===== src/rtl/combo_lock_pkg.sv =====
// Shared definitions for the combination-lock front end: lock FSM state
// encodings, the default dial size and the dial controller state enum.
package combo_lock_pkg;

  localparam logic [2:0] S0 = 3'b000;
  localparam logic [2:0] S1 = 3'b001;
  localparam logic [2:0] S2 = 3'b010;
  localparam logic [2:0] S3 = 3'b011;
  localparam logic [2:0] S4 = 3'b100;

  localparam int DIAL_SIZE_DEF = 20;

  typedef enum logic [1:0] {
    CTRL_IDLE       = 2'd0,
    CTRL_PEND_REV   = 2'd1,
    CTRL_LOCKED_OUT = 2'd2
  } ctrl_state_t;

endpackage


===== src/rtl/lockout_timer.sv =====
// Loadable down-counter for the lockout window; done is high during the
// cycle in which the running counter reads zero.
module lockout_timer #(
  parameter int LOCKOUT_CYCLES = 1000
) (
  input  logic clk,
  input  logic rst_n,
  input  logic load,
  output logic done
);
  localparam int TW = (LOCKOUT_CYCLES > 2) ? $clog2(LOCKOUT_CYCLES) : 1;

  logic [TW-1:0] count;
  logic          running;

  always_ff @(posedge clk or negedge rst_n) begin
    if (!rst_n) begin
      count   <= '0;
      running <= 1'b0;
    end else if (load) begin
      count   <= TW'(LOCKOUT_CYCLES - 1);
      running <= 1'b1;
    end else if (running) begin
      if (count == '0) running <= 1'b0;
      else             count   <= count - TW'(1);
    end
  end

  assign done = running && (count == '0);

endmodule


===== src/rtl/combo_lock_dial_controller.sv =====
// Dial front end for the lock FSM: turns detent pulses and the center button
// into Count and Right/Left/Center strobes, and enforces failed-attempt lockout.
module combo_lock_dial_controller
  import combo_lock_pkg::*;
#(
  parameter int DIAL_SIZE      = DIAL_SIZE_DEF,
  parameter int MAX_FAILS      = 3,
  parameter int LOCKOUT_CYCLES = 1000,
  parameter int FW             = 2
) (
  input  logic          Clk,
  input  logic          South,
  input  logic          Step,
  input  logic          Dir,
  input  logic          CenterBtn,
  input  logic [2:0]    LockState,
  output logic [4:0]    Count,
  output logic          Right,
  output logic          Left,
  output logic          Center,
  output logic          Lockout,
  output logic [FW-1:0] Fails
);
  localparam logic [4:0]    LAST_POS  = 5'(DIAL_SIZE - 1);
  localparam logic [FW-1:0] FAILS_MAX = FW'(MAX_FAILS);

  ctrl_state_t state;
  logic        dir_valid, dir_last, pend_dir;
  logic        prev_btn, center_defer;
  logic        strobe_d1, strobe_d2;
  logic [2:0]  lock_prev;

  logic btn_rise, is_reversal, fail_event, success;
  logic lock_entry, lock_exit, lock_next, dir_strobe_due;
  logic timer_done;

  function automatic logic [4:0] step_pos(input logic [4:0] pos, input logic right);
    if (right) return (pos == LAST_POS) ? 5'd0 : pos + 5'd1;
    return (pos == 5'd0) ? LAST_POS : pos - 5'd1;
  endfunction

  always_comb begin
    btn_rise       = CenterBtn & ~prev_btn;
    is_reversal    = ~dir_valid | (Dir != dir_last);
    // An attempt failed when the lock fell back to S0 right after we strobed it
    fail_event     = ((lock_prev == S1) || (lock_prev == S2) || (lock_prev == S3))
                     && (LockState == S0) && strobe_d2;
    success        = (LockState == S4);
    lock_entry     = (Fails == FAILS_MAX) && (state != CTRL_LOCKED_OUT);
    lock_exit      = (state == CTRL_LOCKED_OUT) && timer_done;
    lock_next      = lock_entry | (Lockout & ~lock_exit);
    dir_strobe_due = (state == CTRL_IDLE) && Step && is_reversal && !lock_entry;
  end

  lockout_timer #(.LOCKOUT_CYCLES(LOCKOUT_CYCLES)) u_timer (
    .clk   (Clk),
    .rst_n (South),
    .load  (lock_entry),
    .done  (timer_done)
  );

  always_ff @(posedge Clk or negedge South) begin
    if (!South) begin
      state        <= CTRL_IDLE;
      Count        <= 5'd0;
      Right        <= 1'b0;
      Left         <= 1'b0;
      Center       <= 1'b0;
      Lockout      <= 1'b0;
      Fails        <= '0;
      dir_valid    <= 1'b0;
      dir_last     <= 1'b0;
      pend_dir     <= 1'b0;
      prev_btn     <= 1'b0;
      center_defer <= 1'b0;
      strobe_d1    <= 1'b0;
      strobe_d2    <= 1'b0;
      lock_prev    <= S0;
    end else begin
      Right     <= 1'b0;
      Left      <= 1'b0;
      Center    <= 1'b0;
      prev_btn  <= CenterBtn;
      lock_prev <= LockState;
      strobe_d1 <= Right | Left | Center;
      strobe_d2 <= strobe_d1;
      Lockout   <= lock_next;

      if (lock_exit || success)                  Fails <= '0;
      else if (fail_event && Fails != FAILS_MAX) Fails <= Fails + FW'(1);

      // Center yields one cycle to a direction strobe due at the same time
      if (lock_next) begin
        center_defer <= 1'b0;
      end else if (center_defer) begin
        Center       <= 1'b1;
        center_defer <= 1'b0;
      end else if (btn_rise) begin
        if (dir_strobe_due) center_defer <= 1'b1;
        else                Center       <= 1'b1;
      end

      case (state)
        CTRL_IDLE: begin
          if (Step) begin
            if (lock_entry || !is_reversal) begin
              Count <= step_pos(Count, Dir);
            end else begin
              Right    <= Dir;
              Left     <= ~Dir;
              pend_dir <= Dir;
              state    <= CTRL_PEND_REV;
            end
          end
        end
        CTRL_PEND_REV: begin
          Count     <= step_pos(Count, pend_dir);
          dir_last  <= pend_dir;
          dir_valid <= 1'b1;
          state     <= CTRL_IDLE;
        end
        CTRL_LOCKED_OUT: begin
          if (Step)      Count <= step_pos(Count, Dir);
          if (lock_exit) state <= CTRL_IDLE;
        end
        default: state <= CTRL_IDLE;
      endcase

      if (lock_entry) begin
        state     <= CTRL_LOCKED_OUT;
        dir_valid <= 1'b0;
      end
    end
  end

endmodule


===== config.mk =====
export PLATFORM = sky130hd
export DESIGN_NAME = combo_lock_dial_controller
export DESIGN_NICKNAME = d
export VERILOG_FILES = /design/src/rtl/combo_lock_pkg.sv /design/src/rtl/lockout_timer.sv /design/src/rtl/combo_lock_dial_controller.sv
export SDC_FILE = /design/constraint.sdc
export NUM_CORES = 1
export LEC_CHECK = 0
export ABC_AREA = 1
export BUFFER_PORTS_ARGS = -buffer_cell sky130_fd_sc_hd__buf_2
export CORE_ASPECT_RATIO = 1.4
export CORE_MARGIN = 2
export CORE_UTILIZATION = 31
export CTS_CLUSTER_SIZE = 30
export DETAILED_ROUTE_END_ITERATION = 8
export PLACE_DENSITY_LB_ADDON = 0.3
export SYNTH_ARGS = -nofsm -noshare
export SYNTH_HDL_FRONTEND = slang
export SYNTH_SLANG_ARGS = --single-unit

===== constraint.sdc =====
create_clock -name Clk -period 2.9 [get_ports Clk]
set_clock_uncertainty 0.15 [all_clocks]
set_input_delay 0.87 -clock Clk [delete_from_list [all_inputs] [get_ports Clk]]
set_output_delay 0.87 -clock Clk [all_outputs]
set_load 0.05 [all_outputs]

==> qor.csv <==
stage,metric,value,unit
logic_synthesis,syn avg cell area,8.29,um^2
setup_path,WP depth,1,
timing,unrepaired setup endpoints after global routing,false,
grt,Overflow after GRT,0,
grt,initial antenna violation count,0,
setup_path,"Slowest-stage cell, CP",dfrtp_1,
floorplan,std cell rows,32,
logic_synthesis,Mapped Nets,228,
placement,placed insts,299,
grt,largest net degree at the start of global routing,35,
final_layout,antenna cells,0,
detailed_routing,Iter 0 DRT Violations,49,
setup_path,R2R setup slack,1.00,ns
floorplan,die area,6410,um^2
final_layout,Layout Nets,250,
setup_path,Worst path max stage delay,0.50,ns
placement,Routability Congestion,0.766,
hold_path,Hold Path Sink,strobe_d2,
power,Power Dens Cells,1010,nW/um^2
timing,post-route setup TNS,0,ns
final_layout,area delta synth->final,13.7,%
logic_synthesis,leading area contributor after synthesis,dfrtp_1,
hold_path,Hold Path Origin,strobe_d1,
detailed_routing,drt first pass iters,4,
logic_synthesis,synthesized area,1790,um^2
clocking,TritonCTS Buffers,5,
clocking,clk sinks,34,
power,Sw Share,0.452,
grt,first-pass GRT wire length,5970,um
floorplan,Core Region,5570,um^2
setup_path,Buf/Inv on CP,1,
setup_path,CP top delay family,flip-flops,
grt,vias in the first global route,1393,
setup_path,Worst setup EP type,output port,
detailed_routing,Final Routed Wirelength,3550,um
timing,Fin. Hold Viols,0,
clocking,Worst-path clk slew,0.07,ns
final_layout,fillers,592,
final_layout,footprint of the multi-input gates,818,um^2
detailed_routing,routed vias/inst,4.72,
clocking,CTS Hold Bufs,0,
detailed_routing,Routed Antenna Nets,0,
floorplan,num ports,19,
setup_path,r2r endpoint,u_timer.count[0],
setup_path,RR Startpoint,u_timer.count[0],
clocking,CTS H-Tree Depth,2,
power,Logic pwr share,0.480,
logic_synthesis,Netlist cell types,26,
hold_path,Hold Path Cell Cnt,0,
floorplan,Initial Utilization,0.322,
power,share of power burned in registers,0.342,
power,Sw Pwr,931,uW
job,Max-Cap Viols,0,
hold_path,Hold WC Path Type,flop to flop,
setup_path,crit-path cells,buf_2,
logic_synthesis,sequential fraction of the synthesis area,0.475,
setup_path,critical path type,flop to output port,
floorplan,Die W,68.3,um
setup_path,crit path DAT,1.10,ns
setup_path,"Max FO, Critical Path",8,
logic_synthesis,synth top area cells,"dfrtp_1 47%, nand2_1 9.2%, nand3_1 5.9%",
power,Clock power frac,0.178,
setup_path,Startpoint Class,flop,
timing,Final setup viols,0,
placement,# port buffers,18,
power,Internal,1.13,mW
clocking,Post-CTS Setup Bufs,0,
setup_path,worst path required time,1.88,ns
clocking,clock tree buffer depth,2,
clocking,CTS tree,done,
logic_synthesis,Synth top area share,0.475,
clocking,post-CTS sizing,0,
final_layout,share of cells above drive strength 1,0.184,
timing,fin. max-slew vios,0,
power,leak pwr,1.10,nW
grt,global-route usage over all layers,0.122,
timing,upper clock frequency limit,0.472,GHz
final_layout,post-route insts no fill,307,
status,status,"finished, final reports clean",
logic_synthesis,register bit total from synthesis,34,
clocking,later-pin clock latency in the skew report,0.28,ns
clocking,root buffer cell,clkbuf_8,
timing,post-layout min period,2.12,ns
timing,Slew @ Worst Pin,0.771,ns
logic_synthesis,Synth Instances,216,
placement,dpl hpwl,2650,um
detailed_routing,vias,1450,
timing,Max transition margin,0.486,
logic_synthesis,Yosys Warn Count,0,
timing,Final period util,0.731,
final_layout,FF/Latch Area,851,um^2
power,Max VDD drop,0.293,mV
floorplan,Die Span Y,94.0,um
detailed_routing,drt drc,0,
setup_path,depth of the worst register-to-register path,9,
detailed_routing,Avg WL per Cell,11.6,um
-- state kept, by name (all words and copies together) (netlist names) --
name and count:
Center 1, Count 5, Fails 2, Left 1, Lockout 1, Right 1, center_defer 1, dir_last 1
dir_valid 1, lock_prev 3, pend_dir 1, prev_btn 1, state 2, strobe_d1 1, strobe_d2 1, u_timer.count 10
u_timer.running 1
-- worst max path at each step --
stage / start / endpoint / slack [ns]
floorplan: LockState[1] / Fails[0] / 1.09
global placement: Dir / pend_dir / 0.88
detailed placement: Dir / pend_dir / 0.81
CTS: Count[2] / Count[2] / 0.78
global route: Count[2] / Count[2] / 0.74
finish: Count[2] / Count[2] / 0.78
-- power by group through the flow --
stage / logic (mW) / clock network, mW / registers (mW)
after CTS: 1.01 / 0.376 / 0.705
after global placement: 0.989 / 0 / 0.709
final: 0.989 / 0.366 / 0.704
after detailed placement: 1.00 / 0 / 0.711
after global routing: 1.12 / 0.395 / 0.722
after floorplan: 0.689 / 0 / 0.834
-- per-layer routing --
metal	track usage	share of wire
met1	0.130	0.41
met2	0.225	0.54
met3	0.0324	0.037
met4	0.0400	0.012
met5	0	0
-- synthesized netlist by cell type --
cell type	number
o21ai_2	7
nor3_1	2
dfrtp_1	34
buf_2	2
nand2_4	2
nand2_1	44
nand4_1	7
inv_2	2
a21oi_1	2
or3_1	1
ha_1	4
xnor2_1	4
nor2_1	26
nor2_2	2
o211ai_1	1
or2_2	1
or2_1	1
o21ai_1	2
inv_1	25
nor2_4	1
buf_6	1
o21ai_0	14
o21ai_4	1
nand2_2	3
nand3_1	21
xor2_1	6
-- placed cells by master, fill, tap and decap left out --
master     n
nor3_1     2
inv_2      2
inv_1     25
clkbuf_1   1
nand2_4    2
nand2_1   44
o21ai_1    2
o21ai_2    7
xor2_1     6
o211ai_1   1
clkbuf_8   6
o21ai_4    1
o21ai_0   14
nand4_1    7
or2_2      1
or2_1      1
nand3_1   21
dfrtp_1   34
nor2_2     2
a21oi_1    2
xnor2_1    4
clkinv_2   1
nand2_2    3
ha_1       4
nor2_1    26
buf_2     18
or3_1      1
nor2_4     1
-- logic make-up (layout without fill, tap and decap cells) --
family / count (synthesis) / in the layout / synth area share
xor gates and xnor gates: 10 / 10 / 0.0489
DFF: 34 / 34 / 0.475
AOI/OAI and AO/OA: 27 / 27 / 0.0978
buffers and inverters: 30 / 53 / 0.0684
and+or+nand+nor: 111 / 111 / 0.282
adders and majority gates: 4 / 4 / 0.0279
-- per-stage QoR --
| step | util | area [um^2] | worst slack (ns) | hold slack [ns] | total power, mW |
|---|---|---|---|---|---|
| finish | 0.366 | 2040 | 0.781 | 0.201 | 2.06 |
| CTS | 0.366 | 2040 | 0.775 | 0.200 | 2.09 |
| global placement | 0.350 | 1950 | 0.883 | 0.189 | 1.70 |
| global route | 0.366 | 2040 | 0.740 | 0.205 | 2.24 |
| detailed placement | 0.350 | 1950 | 0.806 | 0.188 | 1.72 |
| floorplan | - | 1790 | 1.09 | 0.181 | 1.52 |
-- cell type report --
class / count / area share
Inverter: 27 / 0.0498
Multi-Input combinational cell: 152 / 0.402
Timing Repair Buffer: 18 / 0.0442
Tap cell: 68 / 0.0418
Sequential cell: 34 / 0.418
Clock buffer: 7 / 0.0424
Clock inverter: 1 / 0.00246
(Power assumes the default switching activity.)
